`src/rtl/down_timer_pkg.sv`:
```
// rtl/down_timer_pkg.sv - shared state encoding and default width for down_timer
package down_timer_pkg;

  typedef enum logic [1:0] {
    IDLE = 2'b00,
    RUN  = 2'b01,
    DONE = 2'b10
  } state_t;

  localparam int DEFAULT_WIDTH = 4;

endpackage

```
`src/rtl/down_counter_core.sv`:
```
// rtl/down_counter_core.sv - loadable down-counter datapath with is_one flag
module down_counter_core #(
  parameter int WIDTH = 4
) (
  input  logic             clk,
  input  logic             rst,
  input  logic             ld,
  input  logic             dec,
  input  logic             clr,
  input  logic [WIDTH-1:0] d,
  output logic [WIDTH-1:0] q,
  output logic             is_one
);

  logic [WIDTH-1:0] q_q;
  logic [WIDTH-1:0] q_d;

  // clr beats ld beats dec; decrement wraps modulo 2^WIDTH
  always_comb begin
    q_d = q_q;
    if (clr)      q_d = '0;
    else if (ld)  q_d = d;
    else if (dec) q_d = q_q - 1'b1;
  end

  always_ff @(posedge clk or posedge rst) begin
    if (rst) q_q <= '0;
    else     q_q <= q_d;
  end

  assign q      = q_q;
  assign is_one = (q_q == {{(WIDTH-1){1'b0}}, 1'b1});

endmodule

```
`src/rtl/down_timer.sv`:
```
// rtl/down_timer.sv - one-shot down timer FSM; DOWN_TIMER_AUTORELOAD_EN makes it periodic
module down_timer
  import down_timer_pkg::*;
#(
  parameter int WIDTH = DEFAULT_WIDTH
) (
  input  logic             clk,
  input  logic             rst,
  input  logic             en,
  input  logic             start,
  input  logic             stop,
  input  logic [WIDTH-1:0] load,
  output logic [WIDTH-1:0] count,
  output logic             busy,
  output logic             tc
);

  state_t           state_q, state_d;
  logic             busy_q, tc_q, tc_d;
  logic             ld, dec, clr, is_one;
  logic [WIDTH-1:0] ld_val;
  logic [WIDTH-1:0] reload_val;

`ifdef DOWN_TIMER_AUTORELOAD_EN
  logic [WIDTH-1:0] shadow_q;

  always_ff @(posedge clk or posedge rst) begin
    if (rst)                                      shadow_q <= '0;
    else if (state_q != RUN && start && !stop)    shadow_q <= load;
  end

  assign reload_val = shadow_q;
`else
  assign reload_val = '0;
`endif

  always_comb begin
    state_d = state_q;
    ld      = 1'b0;
    dec     = 1'b0;
    clr     = 1'b0;
    ld_val  = load;
    tc_d    = 1'b0;
    case (state_q)
      IDLE, DONE: begin
        if (start && !stop) begin
          ld      = 1'b1;
          state_d = RUN;
        end else begin
          state_d = IDLE;
        end
      end
      RUN: begin
        if (stop) begin
          clr     = 1'b1;
          state_d = IDLE;
        end else if (en) begin
          if (is_one) begin
            tc_d = 1'b1;
`ifdef DOWN_TIMER_AUTORELOAD_EN
            ld     = 1'b1;
            ld_val = reload_val;
`else
            dec     = 1'b1;
            state_d = DONE;
`endif
          end else begin
            dec = 1'b1;
          end
        end
      end
      default: state_d = IDLE;
    endcase
  end

  always_ff @(posedge clk or posedge rst) begin
    if (rst) begin
      state_q <= IDLE;
      busy_q  <= 1'b0;
      tc_q    <= 1'b0;
    end else begin
      state_q <= state_d;
      busy_q  <= (state_d == RUN);
      tc_q    <= tc_d;
    end
  end

  down_counter_core #(.WIDTH(WIDTH)) u_core (
    .clk    (clk),
    .rst    (rst),
    .ld     (ld),
    .dec    (dec),
    .clr    (clr),
    .d      (ld_val),
    .q      (count),
    .is_one (is_one)
  );

  assign busy = busy_q;
  assign tc   = tc_q;

endmodule

```
`config.mk`:
```
export PLATFORM = sky130hd
export DESIGN_NAME = down_timer
export DESIGN_NICKNAME = d
export VERILOG_FILES = /design/src/rtl/down_timer_pkg.sv /design/src/rtl/down_counter_core.sv /design/src/rtl/down_timer.sv
export SDC_FILE = /design/constraint.sdc
export NUM_CORES = 1
export LEC_CHECK = 0
export BUFFER_PORTS_ARGS = -buffer_cell sky130_fd_sc_hd__buf_4
export CORE_AREA = 2 2 39 41
export CTS_CLUSTER_SIZE = 28
export DETAILED_ROUTE_END_ITERATION = 7
export DIE_AREA = 0 0 41 43
export PLACE_DENSITY = 0.57
export SYNTH_ARGS = -nofsm -noshare
export SYNTH_HDL_FRONTEND = slang
export SYNTH_HIERARCHICAL = 1
export SYNTH_SLANG_ARGS = --single-unit
```
`constraint.sdc`:
```
create_clock -name clk -period 2.1 [get_ports clk]
set_clock_uncertainty 0.2 [all_clocks]
set_input_delay 0.105 -clock clk [delete_from_list [all_inputs] [get_ports clk]]
set_output_delay 0.105 -clock clk [all_outputs]
set_load 0.01 [all_outputs]
```
### Word level (Yosys, flattened, before mapping)

Cells that the tools add are included.

* add/subtract/negate cells: 1
* equality and inequality tests: 4
* multiplexer cells: 19
* reduce and logical (&&, ||, !) cells: 5

Operators with widths (number)
* 1-bit 2-to-1 mux: 12
* 4-bit 2-to-1 mux: 3
* 2-bit 2-to-1 mux: 3
* 2-bit by 1-bit == test with 1-bit output, second input constant: 2
* 4-bit by 1-bit == test with 1-bit output, second input constant: 1
* 2-bit one-hot mux with 2 select lines: 1
* 4-bit by 1-bit subtractor with 4-bit output, second input constant: 1
* 3-bit nonzero test: 1
* 2-bit == test, second input constant: 1
* 2-bit logical NOT: 1
* 2-bit OR reduction: 1
* 1-bit logical AND: 1
* 1-bit logical NOT: 1

* register bits after elaboration: 8
* bits of input ports: 9
* output and inout port bits: 6
* logic and storage cells: 33

### Logic depth before layout (Yosys ltp)

* word-level depth: 6
* mapped depth: 6
* depth with buffers taken out: 6

### By module

Netlist, hierarchy kept.

By module, submodules not included
* down_counter_core: instances 1, cells an instance 28, area an instance 269.0 um^2, seq. area each 100.1 um^2
* down_timer: instances 1, cells an instance 15, area an instance 170.2 um^2, seq. area each 100.1 um^2

### Worst setup path before layout

OpenSTA, ideal clock, no wires.

* path kind: register -> register
* start point: register state_q[1]
* end point: register u_core.q_q[3] (netlist: u_core/q[3])
* setup time: 119 ps
* arrival time: 1162 ps
* data required time: 1781 ps
* setup slack: 619 ps
* cell stages (with the launch flop): 5
* buffers on the path: 0
* clock period less this slack: 1481 ps
* cell sequence: dfrtp_1 and4bb_2 nor4b_4 xor2_1 o21a_1

* elaborated cells on any way between the ends: 10
* those cells by class: 2 x eq/ne; 5 x mux; 3 x reduce/logical

RTL lines
* start, declared: RTL line down_timer.sv:18 `state_t state_q, state_d;`
* start signal, assigned: RTL line down_timer.sv:82 `state_q <= state_d;`
* 2-bit by 1-bit == test with 1-bit output: RTL line down_timer.sv:44 `case (state_q)`
* 1-bit 2-to-1 mux: RTL line down_timer.sv:44
* net dec: RTL line down_timer.sv:20 `logic ld, dec, clr, is_one;`
* 3-bit nonzero test (no source line)
* end signal, assigned: RTL line down_counter_core.sv:28 `else q_q <= q_d;`
* end, declared: RTL line down_counter_core.sv:15 `logic [WIDTH-1:0] q_q;`

The timed path passes the listed nets, and every way through them passes these cells.
A chain may end at the register's enable or synchronous reset.

### Worst setup path in the final report

* start point: input stop
* end point: register u_core.q_q[3] (netlist: u_core/q[3])

* elaborated cells on any way between the ends: 11
* those cells by class: 8 x mux; 3 x reduce/logical

RTL lines
* start, declared: RTL line down_timer.sv:11 `input logic stop,`
* 1-bit 2-to-1 mux: RTL line down_timer.sv:54 `if (stop) begin`
* 1-bit 2-to-1 mux: RTL line down_timer.sv:44
* net dec: RTL line down_timer.sv:20
* 3-bit nonzero test (no source line)

The timed path passes the listed nets, and every way through them passes these cells.

==> impl_metrics.csv <==
group,metric,value,unit
synth,yosys-top-cells-area,"dfrtp_1 (46%), a21oi_1 (6.8%), ha_1 (5.7%), nor4b_4 (5.4%), inv_1 (5.1%)",
floorplanning,start_util,0.317,
detailed_routing,ant_nets,0,
synth,synth_nets,54,
layout,area_delta_synth_final,51.0,%
clocking,clock_latency,0.25,ns
clocking,clockBufferDepth,2,
sta,tightestPinTransition,0.471,ns
layout,final_area,663,sq um
clocking,numCtsBuffers,3,
placed_design,io_buffers,14,
clocking,htreeDepth,1,
detailed_routing,routedWlPerCell,10.4,um
clocking,cts_tree,"built",
detailed_routing,first_iter_violations,2,
synth,synth_top_area_share,0.456,
grt,antenna_found_initial,0,
sta,maxSlewViolCount,0,
worst_setup_path,worstSetupPathType,"input pin to register",
clocking,clockRootBuffer,"clkbuf_4",
synth,synth_simple_gate_area_frac,0.222,
sta,max_freq,581,MHz
floorplanning,core,1380,sq um
floorplanning,num_rows,14,
grt,grt_pass1_wl,1.45,mm
synth,synth_top_family_by_area,"simple AND/OR/NAND/NOR gates",
synth,yosysWarnings,6,
power,p_int,0.000330,W
synth,synth_area_per_cell,10.2,sq um
grt,grt_max_degree,8,
run,maxCapViolCount,0,
outcome,status,"finished clean",
clocking,ctsResizeCount,0,
clocking,cts.clk_slew.worst_paths,0.05,ns
sta,setup_viol,0,
worst_setup_path,arrival,1.66,ns
sta,period_minus_slack,1.72,ns
clocking,cts_sinks,8,
sta,period_share,0.819,
sta,finalHoldViolCount,0,
sta,rsz0062_at_grt,"no",
detailed_routing,finalWirelength,864,um
floorplanning,die_area,1760,sq um
layout,fillers,135,
synth,yosys.area.top_type,"dfrtp_1",
layout,most-common-layout-cells,"buf_4 (14), dfrtp_1 (8), dlygate4sd3_1 (8), a21oi_1 (6), inv_1 (6)",
power,power_frac_clock,0.241,
worst_setup_path,r2r_setup_slack,0.53,ns
sta,setup_tns,0,ns
detailed_routing,avgViaCountPerCell,4.39,
synth,synth_xor_area_frac,0.0598,
power,peakVddDrop,0.324,mV
floorplanning,die_height,43,um
floorplanning,die_w,41,um
power,powerDensity,717,nW/um^2
power,sw_frac_of_total,0.305,
worst_setup_path,critPathRequiredTime,2.04,ns
synth,synth.area.mux_share,0.0228,
synth,ys_types,18,
layout,drive_above_1_share,0.328,
grt,grt_pass1_vias,380,
worst_setup_path,cp-start-kind,"input pin",
layout,final_common_cell,"buf_4",
clocking,postCtsSetupBuffers,0,
worst_setup_path,worstPathMaxFanout,7,
synth,syn_inst,43,
placed_design,place_area,561,sq um
detailed_routing,firstDrtPassIters,2,
detailed_routing,drc_errors,0,
placed_design,dp_hpwl,657,um
detailed_routing,vias,364,
layout,antennaDiodeCount,0,
power,power_frac_seq,0.445,
synth,seq_area_frac_synth,0.456,
power,p_leak,0.330,nW
worst_setup_path,crit_path_end_kind,"register",
power,switchingPower,0.000145,W
synth,synth_compound_area_frac,0.123,
hold_path,hold_class,"input pin to asynchronous set/reset pin",
sta,slew_headroom,0.685,
grt,grt-ovfl-total,0,
synth,synth_seq_cells,8,
grt,grtUsageTotal,0.128,
synth,synth_fa_ha_area_frac,0.0570,
power,combinationalPowerShare,0.314,
layout,num-nets-final,80,
floorplanning,ios,15,
synth,netlist_area,439,sq um
placed_design,gp_congestion,0.706,
## cells by family after synthesis
| kind of cell | after synthesis |
|---|---|
| mux | 1 |
| fa+ha+maj | 2 |
| compound gates | 9 |
| xor+xnor | 3 |
| flops | 8 |
| buf+inv | 7 |
| simple gates | 13 |
## synthesized netlist by cell type
cell type,count
a211o_1,1
a21oi_1,6
and2_2,2
and3b_2,1
and4bb_2,1
clkbuf_1,1
dfrtp_1,8
ha_1,2
inv_1,6
mux2i_1,1
nand2_1,3
nand2b_1,1
nor2_1,3
nor3b_1,1
nor4b_4,1
o21a_1,2
xnor2_1,1
xor2_1,2
## layout make-up
cell class,instances,area (sq um),share of cell area
clock buffer,3,22.5,0.0340
inverter,6,22.5,0.0340
multi-input combinational,28,213,0.321
sequential,8,200,0.302
tap,16,20.0,0.0302
timing repair buffer,22,185,0.279
## layer usage
layer | wire [um] | global-route usage | vias to the layer above
met5 | 0 | 0 | -
met4 | 30 | 0.120 | 0
met3 | 25 | 0.0314 | 2
met2 | 445 | 0.191 | 9
met1 | 362 | 0.137 | 163
li1 | - | - | 190
## sequential cells by signal (all words and copies together) (netlist names)
signal and count:
state_q 2, busy 1, tc 1, u_core/q 4
## per-stage QoR
step / instances / utilization / total power [W] / setup WS (ns) / hold slack (ns)
floorplan: 43 / - / 0.000290 / 0.619 / -0.329
global placement: 72 / 0.405 / 0.000352 / 0.520 / -0.191
detailed placement: 72 / 0.405 / 0.000352 / 0.521 / -0.189
CTS: 83 / 0.479 / 0.000486 / 0.377 / 0.104
global route: 83 / 0.479 / 0.000509 / 0.285 / 0.107
finish: 83 / 0.479 / 0.000475 / 0.379 / 0.111
## critical path, stage by stage
cell and delay [ns]:
dlygate4sd3_1 0.54, buf_4 0.15, and4bb_2 0.38, nor4b_4 0.23, xor2_1 0.09, o21a_1 0.17
## power by group through the flow
| stage | Clock (W) | Combinational [W] | Sequential (W) |
|---|---|---|---|
| floorplan | 0 | 0.0000687 | 0.000221 |
| global placement | 0 | 0.000138 | 0.000214 |
| detailed placement | 0 | 0.000137 | 0.000215 |
| CTS | 0.000123 | 0.000151 | 0.000212 |
| global route | 0.000129 | 0.000165 | 0.000216 |
| finish | 0.000115 | 0.000149 | 0.000211 |
## worst paths after layout
kind	from	end	depth (start not counted)
max in group asynchronous	rst	u_core/q[1]	3
worst max-delay path	stop	u_core/q[3]	6
worst max register to register	u_core/q[1]	busy	6
worst min-delay path	rst	busy	3
min in group clk	state_q[0]	state_q[0]	2
worst min register to register	state_q[0]	state_q[0]	2
## repair_timing
item / in CTS / in global routing
endpoints found under the hold margin: 14 / 0
setup endpoints to repair: 0 / 0
hold buffers: 8 / 0
Note: power is estimated with default switching activity, not from simulation.
